## src/rtl/code_programmer.sv

```systemverilog
// code_programmer: programs a new lock code by entering it once, confirming it, then committing.
// Optional inactivity timeout is enabled by defining CODE_PROG_TIMEOUT_EN.
//
// state     | meaning
// ----------+----------------------------------------------------------
// S_IDLE    | no session; code holds the committed value
// S_ENTER   | collecting the first entry into shadow
// S_CONFIRM | collecting the confirm entry, comparing digit by digit
// S_COMMIT  | one cycle: shadow copied into code, done pulsed
module code_programmer #(
  parameter int CODE_LENGTH = 3,
  parameter int DIGIT_WIDTH = 4,
`ifdef CODE_PROG_TIMEOUT_EN
  parameter int TIMEOUT_CYCLES = 499_999_999,
`endif
  parameter logic [CODE_LENGTH*DIGIT_WIDTH-1:0] DEFAULT_CODE = 12'h123
) (
  input  logic                                 clk,
  input  logic                                 reset,
  input  logic                                 program_req,
  input  logic                                 digit_tick,
  input  logic [DIGIT_WIDTH-1:0]               digit_in,
  input  logic                                 abort,
  output logic [CODE_LENGTH*DIGIT_WIDTH-1:0]   code,
  output logic                                 busy,
  output logic                                 confirm_phase,
  output logic [$clog2(CODE_LENGTH+1)-1:0]     digit_index,
  output logic [DIGIT_WIDTH-1:0]               last_digit,
  output logic                                 done,
  output logic                                 mismatch,
`ifdef CODE_PROG_TIMEOUT_EN
  output logic                                 timeout,
`endif
  output logic                                 reject
);

  localparam int CW   = CODE_LENGTH * DIGIT_WIDTH;
  localparam int IDXW = $clog2(CODE_LENGTH + 1);

  typedef enum logic [1:0] {S_IDLE, S_ENTER, S_CONFIRM, S_COMMIT} state_t;

  state_t                 state_q, state_d;
  logic [CW-1:0]          shadow_q, shadow_d;
  logic [CW-1:0]          code_q, code_d;
  logic [IDXW-1:0]        idx_q, idx_d;
  logic [DIGIT_WIDTH-1:0] last_q, last_d;
  logic                   match_q, match_d;
  logic                   done_q, done_d;
  logic                   mismatch_q, mismatch_d;
  logic                   reject_q, reject_d;
  logic                   digit_valid;
  logic                   last_pos;
  logic [DIGIT_WIDTH-1:0] exp_digit;

`ifdef CODE_PROG_TIMEOUT_EN
  localparam int TW = $clog2(TIMEOUT_CYCLES + 1);
  logic [TW-1:0] to_q, to_d;
  logic          timeout_q, timeout_d;
`endif

  always_comb begin
    state_d     = state_q;
    shadow_d    = shadow_q;
    code_d      = code_q;
    idx_d       = idx_q;
    last_d      = last_q;
    match_d     = match_q;
    done_d      = 1'b0;
    mismatch_d  = 1'b0;
    reject_d    = 1'b0;
    digit_valid = (digit_in <= DIGIT_WIDTH'(9));
    last_pos    = (idx_q == IDXW'(CODE_LENGTH - 1));
    exp_digit   = '0;
`ifdef CODE_PROG_TIMEOUT_EN
    to_d      = to_q;
    timeout_d = 1'b0;
`endif
    // First entered digit lives in the MS nibble, so position i sits at nibble CODE_LENGTH-1-i.
    for (int i = 0; i < CODE_LENGTH; i++) begin
      if (idx_q == IDXW'(i)) exp_digit = shadow_q[(CODE_LENGTH-1-i)*DIGIT_WIDTH +: DIGIT_WIDTH];
    end

    case (state_q)
      S_IDLE: begin
        if (program_req) begin
          state_d  = S_ENTER;
          idx_d    = '0;
          shadow_d = '0;
`ifdef CODE_PROG_TIMEOUT_EN
          to_d = TW'(TIMEOUT_CYCLES);
`endif
        end
      end
      S_ENTER, S_CONFIRM: begin
        if (abort) begin
          state_d  = S_IDLE;
          idx_d    = '0;
          shadow_d = '0;
        end else if (digit_tick) begin
`ifdef CODE_PROG_TIMEOUT_EN
          to_d = TW'(TIMEOUT_CYCLES);
`endif
          if (!digit_valid) begin
            reject_d = 1'b1;
          end else begin
            last_d = digit_in;
            if (state_q == S_ENTER) begin
              shadow_d = {shadow_q[CW-DIGIT_WIDTH-1:0], digit_in};
              if (last_pos) begin
                state_d = S_CONFIRM;
                idx_d   = '0;
                match_d = 1'b1;
              end else begin
                idx_d = idx_q + IDXW'(1);
              end
            end else if (last_pos) begin
              idx_d = '0;
              if (match_q && (digit_in == exp_digit)) begin
                state_d = S_COMMIT;
              end else begin
                state_d    = S_ENTER;
                mismatch_d = 1'b1;
                shadow_d   = '0;
              end
            end else begin
              idx_d = idx_q + IDXW'(1);
              if (digit_in != exp_digit) match_d = 1'b0;
            end
          end
        end
`ifdef CODE_PROG_TIMEOUT_EN
        else if (to_q == '0) begin
          state_d   = S_IDLE;
          idx_d     = '0;
          shadow_d  = '0;
          timeout_d = 1'b1;
        end else begin
          to_d = to_q - TW'(1);
        end
`endif
      end
      S_COMMIT: begin
        code_d  = shadow_q;
        done_d  = 1'b1;
        state_d = S_IDLE;
      end
      default: state_d = S_IDLE;
    endcase
  end

  always_ff @(posedge clk) begin
    if (reset) begin
      state_q    <= S_IDLE;
      shadow_q   <= '0;
      code_q     <= DEFAULT_CODE;
      idx_q      <= '0;
      last_q     <= '0;
      match_q    <= 1'b0;
      done_q     <= 1'b0;
      mismatch_q <= 1'b0;
      reject_q   <= 1'b0;
`ifdef CODE_PROG_TIMEOUT_EN
      to_q      <= TW'(TIMEOUT_CYCLES);
      timeout_q <= 1'b0;
`endif
    end else begin
      state_q    <= state_d;
      shadow_q   <= shadow_d;
      code_q     <= code_d;
      idx_q      <= idx_d;
      last_q     <= last_d;
      match_q    <= match_d;
      done_q     <= done_d;
      mismatch_q <= mismatch_d;
      reject_q   <= reject_d;
`ifdef CODE_PROG_TIMEOUT_EN
      to_q      <= to_d;
      timeout_q <= timeout_d;
`endif
    end
  end

  assign code          = code_q;
  assign busy          = (state_q != S_IDLE);
  assign confirm_phase = (state_q == S_CONFIRM);
  assign digit_index   = idx_q;
  assign last_digit    = last_q;
  assign done          = done_q;
  assign mismatch      = mismatch_q;
  assign reject        = reject_q;
`ifdef CODE_PROG_TIMEOUT_EN
  assign timeout       = timeout_q;
`endif

endmodule

```

## config.mk

```make
export PLATFORM = sky130hd
export DESIGN_NAME = code_programmer
export DESIGN_NICKNAME = d
export VERILOG_FILES = /design/src/rtl/code_programmer.sv
export SDC_FILE = /design/constraint.sdc
export NUM_CORES = 1
export LEC_CHECK = 0
export CORE_AREA = 2 2 65 67
export CTS_CLUSTER_SIZE = 8
export DETAILED_ROUTE_END_ITERATION = 7
export DIE_AREA = 0 0 67 69
export GPL_ROUTABILITY_DRIVEN = 0
export MAX_ROUTING_LAYER = met4
export PLACE_DENSITY = 0.78
export SLEW_MARGIN = 0
export SYNTH_ARGS = -nofsm -noshare
export SYNTH_HDL_FRONTEND = slang
export SYNTH_SLANG_ARGS = --single-unit
```

## constraint.sdc

```tcl
create_clock -name clk -period 1.7 [get_ports clk]
set_input_delay 0.255 -clock clk [delete_from_list [all_inputs] [get_ports clk]]
set_output_delay 0.255 -clock clk [all_outputs]
set_load 0.02 [all_outputs]
```

==> results.sh <==
export IMPL_drt_total_wl_um=4270
export IMPL_io_buffers=31
export IMPL_wl_per_cell_um=14.9
export IMPL_netlist_instances=182
export IMPL_die_h_um=69
export IMPL_drc=0
export IMPL_hold_ws_ps=499
export IMPL_end_kind="flip-flop"
export IMPL_die_area_um2=4620
export IMPL_ys_async_sr_fraction=0
export IMPL_critical_path_cell_chain="inv_2 -> ha_4 -> and2b_2 -> nand4b_1 -> and4b_4 -> a22oi_1 -> o21ai_1"
export IMPL_synth_fp_nets=196
export IMPL_gr_total_overflow=0
export IMPL_worst_ir_drop_vdd_mv=0.651
export IMPL_die_w_um=67
export IMPL_violations="setup timing"
export IMPL_synth_edff_count=0
export IMPL_first_iter_violations=57
export IMPL_dp_hpwl_um=2730
export IMPL_netlist_area_um2=1690
export IMPL_cts_clk_slew_worst_paths_ps=80
export IMPL_first_pass_iters=4
export IMPL_tightest_slew_ps=297
export IMPL_dr_total_vias=1506
export IMPL_synth_cell_types=36
export IMPL_fp_row_count=23
export IMPL_clk_path_buf_depth=2
export IMPL_status="finished, violations left"
export IMPL_cts_made_buffers=5
export IMPL_ys_warn_count=0
export IMPL_num_antenna_cells=0
export IMPL_hold_class="reg2reg"
export IMPL_setup_ws_ps=-35.9
export IMPL_finClkSkew_ps=9.12
export IMPL_reg2reg_from="state_q[1]"
export IMPL_ios=32
export IMPL_crit_path_max_fanout=6
export IMPL_final_common_cell="dfxtp_1"
export IMPL_final_max_slew_viol_count=0
export IMPL_synth_ff_type="dfxtp_1"
export IMPL_cp_arrival_ps=1960
export IMPL_tritoncts="yes"
export IMPL_whs_path_depth=2
export IMPL_mostFrequentLayoutCells="dfxtp_1, clkdlybuf4s50_1, buf_4"
export IMPL_tns_ps=-85.8
export IMPL_cts_root_buf="clkbuf_8"
export IMPL_grt_max_degree=20
export IMPL_syn_avg_cell_area_um2=9.28
export IMPL_finalSetupViolCount=5
export IMPL_layout_drive_gt1_share=0.270
export IMPL_crit_type="reg2reg"
export IMPL_start_util=0.432
export IMPL_crit_path_end="shadow_q[11]"
export IMPL_cp_required_ps=1930
export IMPL_core_area_um2=3910
export IMPL_ys_seq_area_frac=0.427
export IMPL_fmax_mhz=576
export IMPL_grt_pass1_wl_um=6920
export IMPL_layout_nets=250
export IMPL_final_util=0.621
export IMPL_cp_startpoint="state_q[1]"
export IMPL_ant_nets=0
export IMPL_power_density_nw_per_um2=784
export IMPL_start_kind="flip-flop"
export IMPL_vias_per_cell=5.25
export IMPL_insertion_delay_ps=290
export IMPL_critPathMaxStageDelay_ps=460
export IMPL_rsz0062_at_grt="yes"
export IMPL_syn_to_final_growth_pct=43.8
export IMPL_hold_viol=0
export IMPL_finalCritPeriodShare=1.02
export IMPL_drv_cap=0
export IMPL_cts_sinks=36
export IMPL_power_leakage_nw=0.877
export IMPL_layout_min_cycle_time_ps=1740
export IMPL_r2r_cells=7
export IMPL_cp_slowest_cell="and4b_4"
export IMPL_grt_pass1_vias=1487
export IMPL_cts_hold_buffers=0
export IMPL_grt_usage=0.200
export IMPL_rrSetupSlack_ps=-40
export IMPL_htree_num_levels=2
export IMPL_ys_ff_latch=36
export IMPL_power_mw=1.90
export IMPL_dp_slack_ps=-156
export IMPL_r2r_end="shadow_q[11]"
export IMPL_relSlewSlack=0.802
export IMPL_antenna_found_initial=0
[state kept, by name, indices dropped and copies added, names as in the netlist]
signal,count
last_digit,4
state_q,2
digit_index,2
code,12
done,1
reject,1
match_q,1
shadow_q,12
mismatch,1
[area by class of cell]
cell class | count | area [µm²]
inverters | 5 | 18.8
clock buffers | 5 | 68.8
clock inverters | 3 | 42.5
multi-input cells | 132 | 1010
repair buffers | 56 | 502
fillers | 349 | 1490
well taps | 50 | 62.6
flip-flops and latches | 36 | 728
[per-layer routing]
metal | up-vias | part of all wire | track usage | wire length, µm
li1 | 754 | - | - | -
met1 | 701 | 0.43 | 0.241 | 1850
met2 | 46 | 0.50 | 0.315 | 2120
met3 | 5 | 0.056 | 0.0522 | 238
met4 | 0 | 0.013 | 0.0771 | 54
met5 | - | 0 | - | 0
[cells in the mapped netlist, types with 2 or more instances]
master	instances	area, µm²
a211o_1	4	35.0
a21oi_1	3	15.0
a22oi_1	14	105
buf_2	2	10.0
buf_6	2	22.5
clkbuf_1	5	18.8
dfxtp_1	36	721
ha_1	5	62.6
inv_1	5	18.8
mux2i_1	17	170
nand2_1	14	52.6
nand2b_1	3	18.8
nand3_1	2	10.0
nor2_1	23	86.3
nor2b_1	7	43.8
nor3_1	3	15.0
o21ai_1	13	65.1
o2bb2ai_1	2	17.5
xnor2_1	5	43.8
[critical path: cells and delay by family, from the launching register on]
kind / cells / cell delay (ps)
DFF: 1 / 340
adders and majority gates: 1 / 260
buffers and inverters: 1 / 50
and+or+nand+nor: 3 / 820
AOI/OAI and AO/OA: 2 / 200
[report_power, final]
| part | internal, mW | switching (mW) |
|---|---|---|
| clock | 0.434 | 0.322 |
| sequential | 0.852 | 0.00740 |
| combinational | 0.139 | 0.150 |
| total | 1.42 | 0.480 |
[cells by family after synthesis]
logic type | count (synthesis) | synth area share
simple gates | 61 | 0.186
compound gates | 43 | 0.178
flops | 36 | 0.427
mux | 17 | 0.101
buf+inv | 15 | 0.0459
xor+xnor | 5 | 0.0259
fa+ha+maj | 5 | 0.0370
[worst min-delay path by stage]
stage | start | endpoint | slack, ps
finish | last_digit[0] | last_digit[0] | 500
global route | code[11] | code[11] | 530
CTS | shadow_q[10] | shadow_q[10] | 490
detailed placement | shadow_q[10] | shadow_q[10] | 480
global placement | shadow_q[10] | shadow_q[10] | 470
floorplan | reset | done | 330
[metrics by stage]
step | std cells | instance area, µm²
2_1_floorplan | 182 | 1710
3_3_place_gp | 276 | 2190
3_5_place_dp | 276 | 2190
4_1_cts | 287 | 2380
5_1_grt | 287 | 2430
6_report | 287 | 2430
[repair_timing]
action                                  in CTS  in global routing
pin swaps                                    8                  7
buffers inserted                             1                  0
gates cloned                                 2                  0
endpoints found under the setup margin      16                 16
resized for setup                           15                 12
No activity file was read; power rests on OpenSTA's default activity.
